--- src/rtl/switch_egress_port.sv ---
// Egress port of a switch: accepts words addressed to this port into a small
// first-word-fall-through buffer and counts matched and dropped transfers.
module switch_egress_port #(
   parameter int unsigned PORT_ADDR_LENGTH = 32,
   parameter int unsigned DATA_WIDTH       = 64,
   parameter int unsigned FIFO_DEPTH       = 4
) (
   input  logic                              clk,
   input  logic                              rst,
   input  logic [PORT_ADDR_LENGTH-1:0]       port_addr,
   input  logic                              in_valid,
   input  logic [PORT_ADDR_LENGTH-1:0]       in_addr,
   input  logic [DATA_WIDTH-1:0]             in_data,
   output logic                              in_ready,
   output logic                              out_valid,
   output logic [DATA_WIDTH-1:0]             out_data,
   input  logic                              out_ready,
   output logic [$clog2(FIFO_DEPTH):0]       level,
   output logic [15:0]                       match_cnt,
   output logic [15:0]                       drop_cnt
);

   localparam int unsigned PW = $clog2(FIFO_DEPTH);
   localparam int unsigned LW = PW + 1;
   localparam logic [LW-1:0] FULL_LEVEL = LW'(FIFO_DEPTH);

   logic [DATA_WIDTH-1:0] mem [FIFO_DEPTH];
   logic [PW-1:0]         wr_ptr_q, rd_ptr_q;
   logic [LW-1:0]         level_q;
   logic [15:0]           match_cnt_q, drop_cnt_q;

   logic in_xfer, addr_hit, push, pop;

   // Handshake is derived from registered level only, so full blocks input
   // even when the consumer is draining in the same cycle.
   always_comb begin
      in_ready  = (level_q != FULL_LEVEL);
      out_valid = (level_q != '0);
      out_data  = mem[rd_ptr_q];
      level     = level_q;
      match_cnt = match_cnt_q;
      drop_cnt  = drop_cnt_q;
      in_xfer   = in_valid && in_ready;
      addr_hit  = (in_addr == port_addr);
      push      = in_xfer && addr_hit;
      pop       = out_valid && out_ready;
   end

   // Payload storage carries no reset; validity lives in the control state.
   always_ff @(posedge clk) begin
      if (push) begin
         mem[wr_ptr_q] <= in_data;
      end
   end

   always_ff @(posedge clk or posedge rst) begin
      if (rst) begin
         wr_ptr_q    <= '0;
         rd_ptr_q    <= '0;
         level_q     <= '0;
         match_cnt_q <= '0;
         drop_cnt_q  <= '0;
      end else begin
         if (push) begin
            wr_ptr_q <= wr_ptr_q + 1'b1;
         end
         if (pop) begin
            rd_ptr_q <= rd_ptr_q + 1'b1;
         end
         if (push && !pop) begin
            level_q <= level_q + 1'b1;
         end else if (pop && !push) begin
            level_q <= level_q - 1'b1;
         end
         if (push && (match_cnt_q != 16'hFFFF)) begin
            match_cnt_q <= match_cnt_q + 16'd1;
         end
         if (in_xfer && !addr_hit && (drop_cnt_q != 16'hFFFF)) begin
            drop_cnt_q <= drop_cnt_q + 16'd1;
         end
      end
   end

endmodule

--- config.mk ---
export PLATFORM = sky130hd
export DESIGN_NAME = switch_egress_port
export DESIGN_NICKNAME = d
export VERILOG_FILES = /design/src/rtl/switch_egress_port.sv
export SDC_FILE = /design/constraint.sdc
export NUM_CORES = 1
export LEC_CHECK = 0
export ABC_AREA = 1
export CAP_MARGIN = 20
export CORE_MARGIN = 1.5
export CORE_UTILIZATION = 34
export CTS_CLUSTER_DIAMETER = 120
export CTS_CLUSTER_SIZE = 25
export DETAILED_ROUTE_END_ITERATION = 7
export PLACE_DENSITY = 0.6
export SLEW_MARGIN = 40
export SYNTH_ARGS = -nofsm -noshare
export SYNTH_HDL_FRONTEND = slang
export SYNTH_SLANG_ARGS = --single-unit
--- constraint.sdc ---
create_clock -name clk -period 5.8 [get_ports clk]
set_clock_uncertainty 0.15 [all_clocks]
set_input_delay 1.16 -clock clk [delete_from_list [all_inputs] [get_ports clk]]
set_output_delay 1.16 -clock clk [all_outputs]
set_load 0.02 [all_outputs]
==> impl_metrics.csv, run 1 <==
group,metric,value,unit
grt,grt.overflow.total,0,
power_and_ir_drop,pwr_density_cell,373,nW/um^2
floorplan,initial_core_util,34.5,%
detailed_routing,first_iter_violations,378,
grt,grt_pass1_wl,48.9,mm
sta,finalHoldViolCount,0,
sta,fin_setup_tns,0,ns
cts,tritoncts,"done",
power_and_ir_drop,p_int,3.85,mW
cts,post_cts_buffers,0,
yosys,yosysUniqueCellTypes,31,
power_and_ir_drop,netSwitchingPower,2.23,mW
power_and_ir_drop,vdd_drop_max,0.297,mV
sta,fin_crit,4.54,ns
sta,rsz0062_at_grt,"false",
grt,grt_use_total,15.9,%
grt,grt_antenna_before_repair,3,
floorplan,die_y,198,um
finish,nFillCells,3592,
power_and_ir_drop,power_frac_comb,40.6,%
detailed_routing,antenna_left,0,
yosys,syn-num-nets,1352,
sta,finalSetupViolations,0,
power_and_ir_drop,p_leak,6.00,nW
yosys,ys_seq_area_share,66.9,%
yosys,ys_warn_count,0,
sta,drv_slew,0,
cts,clk_latency,0.50,ns
placed_design,place_ws,1.60,ns
yosys,synth_cells,1212,
floorplan,die_x,198,um
detailed_routing,wire_per_inst,16.3,um
critical_path,start_kind,"flop",
grt,grt_max_degree,91,
critical_path,required,4.49,ns
grt,grt_pass1_vias,8882,
critical_path,worstSetupPathType,"flop to primary output",
detailed_routing,routed_wl,31.6,mm
grt,use_met3,3.49,%
grt,grt_util_met2,27.2,%
sta,fin_crit_sh,78.2,%
critical_path,worstPathMaxFanout,75,
cts,clock-root-buffer,"clkbuf_16",
cts,max-clock-path-buffers,3,
yosys,ys_top_cells_by_area,"edfxtp_1 (59%), dfrtp_1 (7.5%), nand2_1 (7.2%)",
power_and_ir_drop,clkPwrFrac,19.6,%
cts,clkSinkCount,295,
cts,h-tree-depth,1,
grt,met1_usage,20.8,%
yosys,synth.cell_area,12900,sq um
sta,tightest_slew,0.811,ns
finish,drive_above_1_share,4.06,%
floorplan,dieArea,39300,sq um
yosys,postSynthAreaPerCell,10.7,sq um
detailed_routing,drcViolationCount,0,
sta,timing.fmax,220,MHz
power_and_ir_drop,power.share.switching,36.7,%
placed_design,dp.cells,1916,
floorplan,rows,71,
finish,syn2layout_area_growth,26.1,%
power_and_ir_drop,finalPower,6.09,mW
hold_path,hold_class,"flop to flop",
critical_path,cp.arrival,3.23,ns
finish,final_nets,1563,
sta,layout_setup_ws,1.26,ns
sta,slew_headroom,46.0,%
yosys,yosysTopAreaCell,"edfxtp_1",
cts,clk_pin_slew,0.10,ns
floorplan,core_area,37600,sq um
detailed_routing,viasPerCell,4.71,
detailed_routing,firstDrtPassIters,5,
detailed_routing,vias,9141,
status,status,"completed",
cts,cts_resized,0,
floorplan,ios,233,
grt,busiest_layer,"met2",
placed_design,globalplace.congestion,0.809,
power_and_ir_drop,seq_power_share,39.8,%
finish,final_util,43.4,%
cts,postCtsHoldBufs,0,
job,maxCapViolations,0,
cts,numCtsBuffers,16,
finish,final_cells,1941,
yosys,yosysTopAreaCellShare,59.4,%
placed_design,dp_hpwl,19.4,mm
critical_path,end_kind,"primary output",
yosys,synth-seq-cells,295,
placed_design,port_buffers,232,
## critical path: stages, from the launching register on
cell	delay, ns
dfrtp_4	0.66
clkinv_2	0.25
buf_4	0.65
o21ai_0	0.17
o22ai_1	0.27
clkdlybuf4s50_1	0.67
## cell type report
| cell class | count | area [sq um] | share of cell area, % |
|---|---|---|---|
| Antenna cell | 3 | 7.51 | 0.0460 |
| Clock buffer | 19 | 412 | 2.52 |
| Clock inverter | 3 | 52.6 | 0.322 |
| Inverter | 102 | 384 | 2.35 |
| Multi-Input combinational cell | 765 | 3700 | 22.7 |
| Sequential cell | 295 | 8670 | 53.1 |
| Tap cell | 511 | 639 | 3.92 |
| Timing Repair Buffer | 243 | 2460 | 15.1 |
## synthesized netlist by cell type
master and number:
a21oi_1 2, buf_1 1, buf_12 1, buf_2 11
buf_6 1, clkbuf_1 36, clkinv_1 2, dfrtp_1 39
edfxtp_1 256, fa_1 1, ha_1 7, inv_1 98
inv_2 2, nand2_1 250, nand2_2 10, nand3_1 13
nand3_2 2, nand3_4 1, nand4_1 36, nand4_2 1
nand4_4 1, nor2_1 204, nor2_2 1, nor2_4 1
nor3_1 4, nor3_2 1, nor3_4 1, o21ai_0 128
o22ai_1 64, xnor2_1 18, xor2_1 19
## sequential cells by signal, indices dropped and copies added (netlist names)
| name | cells |
|---|---|
| match_cnt | 16 |
| mem | 256 |
| rd_ptr_q | 2 |
| wr_ptr_q | 2 |
| drop_cnt | 16 |
| level | 3 |
## path summary, 6_finish.rpt
path / startpoint / end / slack, ns / depth (start not counted)
max in group asynchronous: rst / rd_ptr_q[0] / 4.18 / 3
setup / recovery: rd_ptr_q[0] / out_data[34] / 1.26 / 5
hold reg to reg: drop_cnt[15] / drop_cnt[15] / 0.36 / 2
setup reg to reg: rd_ptr_q[0] / rd_ptr_q[1] / 3.49 / 4
hold / removal: drop_cnt[15] / drop_cnt[15] / 0.36 / 2
min in group asynchronous: rst / drop_cnt[5] / 0.92 / 3
## stage by stage
stage	hold slack, ns	area (sq um)
2_1_floorplan	0.349	12900
3_3_place_gp	0.340	15900
3_5_place_dp	0.346	15900
4_1_cts	0.366	16300
5_1_grt	0.421	16300
6_report	0.363	16300
## power by group through the flow
stage / sequential, mW / clock [mW] / combinational, mW
after global placement: 2.47 / 0 / 2.47
final: 2.42 / 1.19 / 2.47
after detailed placement: 2.47 / 0 / 2.49
after floorplan: 2.45 / 0 / 1.33
after CTS: 2.42 / 1.24 / 2.51
after global routing: 2.44 / 1.30 / 2.67
## logic make-up (layout without fill, tap and decap cells)
kind of cell | after synthesis | count (layout) | share of synthesized area, %
other cells | 0 | 3 | 0
buf+inv | 152 | 367 | 4.70
fa+ha+maj | 8 | 8 | 0.831
xor+xnor | 37 | 37 | 2.50
flops | 295 | 295 | 66.9
compound gates | 194 | 194 | 8.12
simple gates | 526 | 526 | 16.9
## layout by cell type, fill, tap and decap left out, types with 2 or more instances in the layout
cell type,instances
a21oi_1,2
buf_12,4
buf_4,6
clkbuf_1,3
clkbuf_16,16
clkdlybuf4s50_1,232
clkinv_1,2
clkinv_8,2
dfrtp_1,37
diode_2,3
edfxtp_1,256
ha_1,7
inv_1,97
inv_2,2
nand2_1,250
nand2_2,10
nand3_1,13
nand3_2,2
nand4_1,36
nor2_1,200
nor2_4,5
nor3_1,4
o21ai_0,128
o22ai_1,64
xnor2_1,18
xor2_1,19
## routing by layer
metal	wire (um)	vias up
li1	-	4556
met3	1850	31
met5	13	-
met4	556	2
met2	15200	197
met1	14100	4355
Power figures use the tool's default switching activity.
==> inputs of run 2 (changes only) <==
==> constraint.sdc (replaced) <==
create_clock -name clk -period 4.4 [get_ports clk]
set_clock_uncertainty 0.15 [all_clocks]
set_input_delay 0.88 -clock clk [delete_from_list [all_inputs] [get_ports clk]]
set_output_delay 0.88 -clock clk [all_outputs]
set_load 0.02 [all_outputs]
==> impl_metrics.csv, run 2 (synthesis results as in run 1) <==
group,metric,value,unit
status,status,"completed",
grt,grt_use_total,16.0,%
detailed_routing,firstDrtPassIters,5,
placed_design,place_area,16000,sq um
cts,clk_pin_slew,0.10,ns
sta,drv_slew,0,
critical_path,worstSetupPathType,"flop to primary output",
finish,largest_reg_flops,256,
hold_path,hold_path_depth,2,
detailed_routing,first_iter_violations,460,
sta,fin_crit_sh,86.4,%
cts,clkSinkCount,295,
cts,max-clock-path-buffers,3,
grt,grt_antenna_before_repair,1,
grt,grt_pass1_vias,8857,
grt,grt_max_degree,130,
finish,final_util,43.7,%
detailed_routing,vias,9193,
critical_path,required,3.37,ns
finish,final_nets,1572,
cts,cts_resized,0,
grt,grt_pass1_wl,49.3,mm
finish,top_register,"mem",
critical_path,start_kind,"flop",
critical_path,crit_slowest_cell,"clkdlybuf4s50_1",
finish,final_cell_mix,"edfxtp_1 (256), nand2_1 (250), clkdlybuf4s50_1 (232)",
finish,final_common_cell,"edfxtp_1",
detailed_routing,viasPerCell,4.71,
floorplan,ios,233,
detailed_routing,drcViolationCount,0,
floorplan,dieArea,39300,sq um
finish,stdcell_area,16400,sq um
placed_design,port_buffers,232,
cts,h-tree-depth,1,
detailed_routing,wire_per_inst,16.3,um
critical_path,worstPathMaxFanout,65,
floorplan,rows,71,
hold_path,hold_class,"flop to flop",
cts,numCtsBuffers,16,
cts,tritoncts,"done",
power_and_ir_drop,finalPower,8.12,mW
placed_design,globalplace.congestion,0.852,
critical_path,reg2reg_depth,7,
cts,postCtsHoldBufs,0,
job,maxCapViolations,0,
floorplan,core_area,37600,sq um
floorplan,initial_core_util,34.5,%
power_and_ir_drop,pwr_density_cell,494,nW/um^2
critical_path,max_stage_delay,0.68,ns
cts,post_cts_buffers,0,
power_and_ir_drop,vdd_drop_max,0.358,mV
cts,clock-root-buffer,"clkbuf_16",
detailed_routing,routed_wl,31.8,mm
grt,grt.overflow.total,0,
power_and_ir_drop,p_leak,6.07,nW
detailed_routing,antenna_left,0,
sta,fin_setup_tns,0,ns
finish,drive_above_1_share,4.73,%
critical_path,cp.arrival,2.77,ns
sta,fin_crit,3.80,ns
floorplan,die_y,198,um
sta,finalSetupViolations,0,
sta,timing.fmax,263,MHz
floorplan,die_x,198,um
sta,finalHoldViolCount,0,
sta,tightest_slew,0.801,ns
critical_path,end_kind,"primary output",
critical_path,cp_cell_sequence,"buf_4 -> o21ai_0 -> o22ai_1 -> clkdlybuf4s50_1",
finish,syn2layout_area_growth,27.0,%
sta,rsz0062_at_grt,"false",
sta,slew_headroom,46.6,%
cts,clk_latency,0.51,ns
placed_design,dp_hpwl,20.1,mm
run 2: cell types whose count changed in the layout (fill, tap and decap cells not counted):
cell,before,now
buf_4,6,13
buf_12,4,7
buf_6,1,0
clkbuf_1,3,4
clkbuf_16,16,17
clkinv_1,2,1
clkinv_2,1,2
clkinv_8,2,1
diode_2,3,2
run 2: power breakdown:
| part | internal, mW | switching [mW] | leakage [nW] |
|---|---|---|---|
| Combinational | 1.35 | 2.00 | 3.01 |
| Clock | 0.727 | 0.892 | 0.231 |
| Sequential | 3.08 | 0.0604 | 2.82 |
| Total | 5.16 | 2.96 | 6.07 |
run 2: cell type report:
| type | instances | area (sq um) |
|---|---|---|
| Clock inverter | 2 | 36.3 |
| Timing Repair Buffer | 252 | 2560 |
| Tap cell | 511 | 639 |
| Clock buffer | 21 | 440 |
| Sequential cell | 295 | 8670 |
| Inverter | 102 | 385 |
| Multi-Input combinational cell | 765 | 3700 |
| Antenna cell | 2 | 5.00 |
| Fill cell | 3507 | 21100 |
run 2: worst paths after layout:
path,from,endpoint,slack (ns)
max,rd_ptr_q[1],out_data[42],0.60
min,drop_cnt[15],drop_cnt[15],0.37
max reg2reg,drop_cnt[0],drop_cnt[1],2.14
min reg2reg,drop_cnt[15],drop_cnt[15],0.37
max in group asynchronous,rst,match_cnt[9],2.75
min in group asynchronous,rst,drop_cnt[3],0.57
run 2: per-layer routing:
layer	wire length, um	vias to the layer above	track usage (%)	share of wire [%]
met2	14800	199	26.4	47
met1	14700	4391	22.0	46
met5	0	-	0	0
met4	399	0	2.74	1.3
met3	1850	29	3.30	5.8
li1	-	4574	-	-
run 2: worst max-delay path, delay by kind of cell (launching register included):
family / cells / cell delay, ns
AO/OA/AOI/OAI: 2 / 0.55
flip-flops: 1 / 0.38
buffers and inverters: 2 / 1.31
run 2: stage by stage:
stage	cells	worst slack, ns	hold slack [ns]
2_1_floorplan	1212	-0.561	0.349
3_3_place_gp	1925	0.814	0.338
3_5_place_dp	1925	0.837	0.343
4_1_cts	1948	0.577	0.368
5_1_grt	1948	0.428	0.397
6_report	1950	0.599	0.369
==> inputs of run 3 (changes only) <==
--- a/config.mk
+++ b/config.mk
@@ -7,11 +7,12 @@
 export LEC_CHECK = 0
 export ABC_AREA = 1
 export CAP_MARGIN = 20
-export CORE_MARGIN = 1.5
+export CORE_MARGIN = 10
 export CORE_UTILIZATION = 34
 export CTS_CLUSTER_DIAMETER = 120
 export CTS_CLUSTER_SIZE = 25
 export DETAILED_ROUTE_END_ITERATION = 7
+export GPL_ROUTABILITY_DRIVEN = 0
 export PLACE_DENSITY = 0.6
 export SLEW_MARGIN = 40
 export SYNTH_ARGS = -nofsm -noshare
==> impl_metrics.csv, run 3 (synthesis results as in run 1) <==
group,metric,value,unit
cts,max-clock-path-buffers,3,
critical_path,worstPathMaxFanout,68,
detailed_routing,wire_per_inst,17.5,um
placed_design,port_buffers,232,
sta,rsz0062_at_grt,"false",
sta,finalSetupViolations,0,
cts,numCtsBuffers,15,
floorplan,core_area,37600,sq um
sta,finalHoldViolCount,0,
finish,final_cells,1954,
critical_path,cp.arrival,2.85,ns
sta,slew_headroom,49.9,%
grt,grt_pass1_vias,9144,
placed_design,dp_hpwl,23.1,mm
finish,final_nets,1573,
cts,h-tree-depth,1,
critical_path,start_kind,"flop",
detailed_routing,antenna_left,0,
detailed_routing,vias,9246,
cts,tritoncts,"done",
hold_path,min_to,"drop_cnt[15]",
finish,drive_above_1_share,4.72,%
critical_path,worstSetupPathType,"flop to primary output",
finish,largest_reg_flops,256,
sta,timing.fmax,258,MHz
detailed_routing,viasPerCell,4.73,
power_and_ir_drop,p_leak,6.05,nW
finish,syn2layout_area_growth,26.7,%
cts,cts_resized,0,
placed_design,place_area,16000,sq um
grt,grt_antenna_before_repair,3,
floorplan,die_y,215,um
critical_path,max_stage_delay,0.71,ns
critical_path,reg2reg_depth,7,
finish,stdcell_area,16400,sq um
cts,clk_pin_slew,0.10,ns
grt,grt_use_total,14.3,%
cts,clkSinkCount,295,
sta,fin_crit_sh,88.1,%
cts,post_cts_buffers,0,
floorplan,ios,233,
critical_path,required,3.37,ns
critical_path,crit_slowest_cell,"clkdlybuf4s50_1",
sta,holdWs,0.371,ns
floorplan,rows,71,
critical_path,r2r_slack,2.12,ns
critical_path,r2r-start,"drop_cnt[0]",
floorplan,dieArea,46300,sq um
finish,nFillCells,3557,
detailed_routing,firstDrtPassIters,5,
detailed_routing,routed_wl,34.1,mm
sta,fin_crit,3.88,ns
hold_path,min_from,"drop_cnt[15]",
cts,postCtsHoldBufs,0,
detailed_routing,first_iter_violations,723,
cts,clock-root-buffer,"clkbuf_16",
power_and_ir_drop,pwr_density_cell,489,nW/um^2
cts,clk_latency,0.51,ns
floorplan,die_x,215,um
status,status,"completed",
detailed_routing,drcViolationCount,0,
finish,top_register,"mem",
critical_path,cp_cell_sequence,"buf_4 -> o21ai_0 -> o22ai_1 -> clkdlybuf4s50_1",
sta,tightest_slew,0.752,ns
critical_path,end_kind,"primary output",
hold_path,hold_path_depth,2,
critical_path,reg2reg_to,"drop_cnt[7]",
sta,drv_slew,0,
grt,grt_pass1_wl,53.4,mm
floorplan,initial_core_util,34.5,%
job,maxCapViolations,0,
grt,grt.overflow.total,0,
power_and_ir_drop,vdd_drop_max,0.320,mV
grt,grt_max_degree,69,
finish,final_cell_mix,"edfxtp_1 (256), nand2_1 (250), clkdlybuf4s50_1 (232)",
hold_path,hold_class,"flop to flop",
finish,final_common_cell,"edfxtp_1",
placed_design,dp.cells,1927,
==> run 3: final cells by class <==
class                   count  area (sq um)  area share [%]
inverters                 102           384            2.34
clock buffers              24           409            2.50
diodes                      1          2.50          0.0153
multi-input cells         765          3700            22.6
repair buffers            254          2570            15.7
well taps                 511           639            3.90
clock inverters             2          15.0          0.0916
flip-flops and latches    295          8670            52.9
==> run 3: per-stage QoR <==
step                power, mW  setup TNS [ns]  worst slack [ns]  utilization [%]
floorplan                4.99         -143.56            -0.561                -
global placement         6.62               0             0.738             42.5
detailed placement       6.63               0             0.725             42.5
CTS                      8.15               0             0.488             43.6
global route             8.51               0             0.286             43.6
finish                   8.02               0             0.524             43.6
==> run 3: routing by layer <==
metal / global-route usage [%] / vias up / share of wire [%]
li1: - / 4587 / -
met1: 19.3 / 4410 / 46
met2: 23.6 / 215 / 47
met3: 3.02 / 30 / 5.9
met4: 2.37 / 4 / 1.3
met5: 0 / - / 0.067
==> run 3: where the power goes <==
| group | total [mW] | internal [mW] | switching, mW |
|---|---|---|---|
| clock network | 1.50 | 0.655 | 0.848 |
| logic | 3.38 | 1.34 | 2.03 |
| registers | 3.14 | 3.08 | 0.0591 |
| total | 8.02 | 5.08 | 2.94 |
==> run 3: worst max path at each step <==
stage               slack, ns  depth (start not counted)          from      endpoint
finish                   0.52                          4   rd_ptr_q[0]  out_data[63]
global route             0.29                          4   rd_ptr_q[1]  out_data[63]
floorplan               -0.56                         11   in_addr[25]     mem[0][0]
global placement         0.74                         15    in_addr[6]      level[2]
CTS                      0.49                          4   rd_ptr_q[0]  out_data[63]
detailed placement       0.72                         18  port_addr[8]      level[2]
==> run 3: critical path, delay by kind of cell, from the launching register on <==
family          cells  cell delay (ns)
buf+inv             2             1.27
compound gates      2             0.65
flops               1             0.44
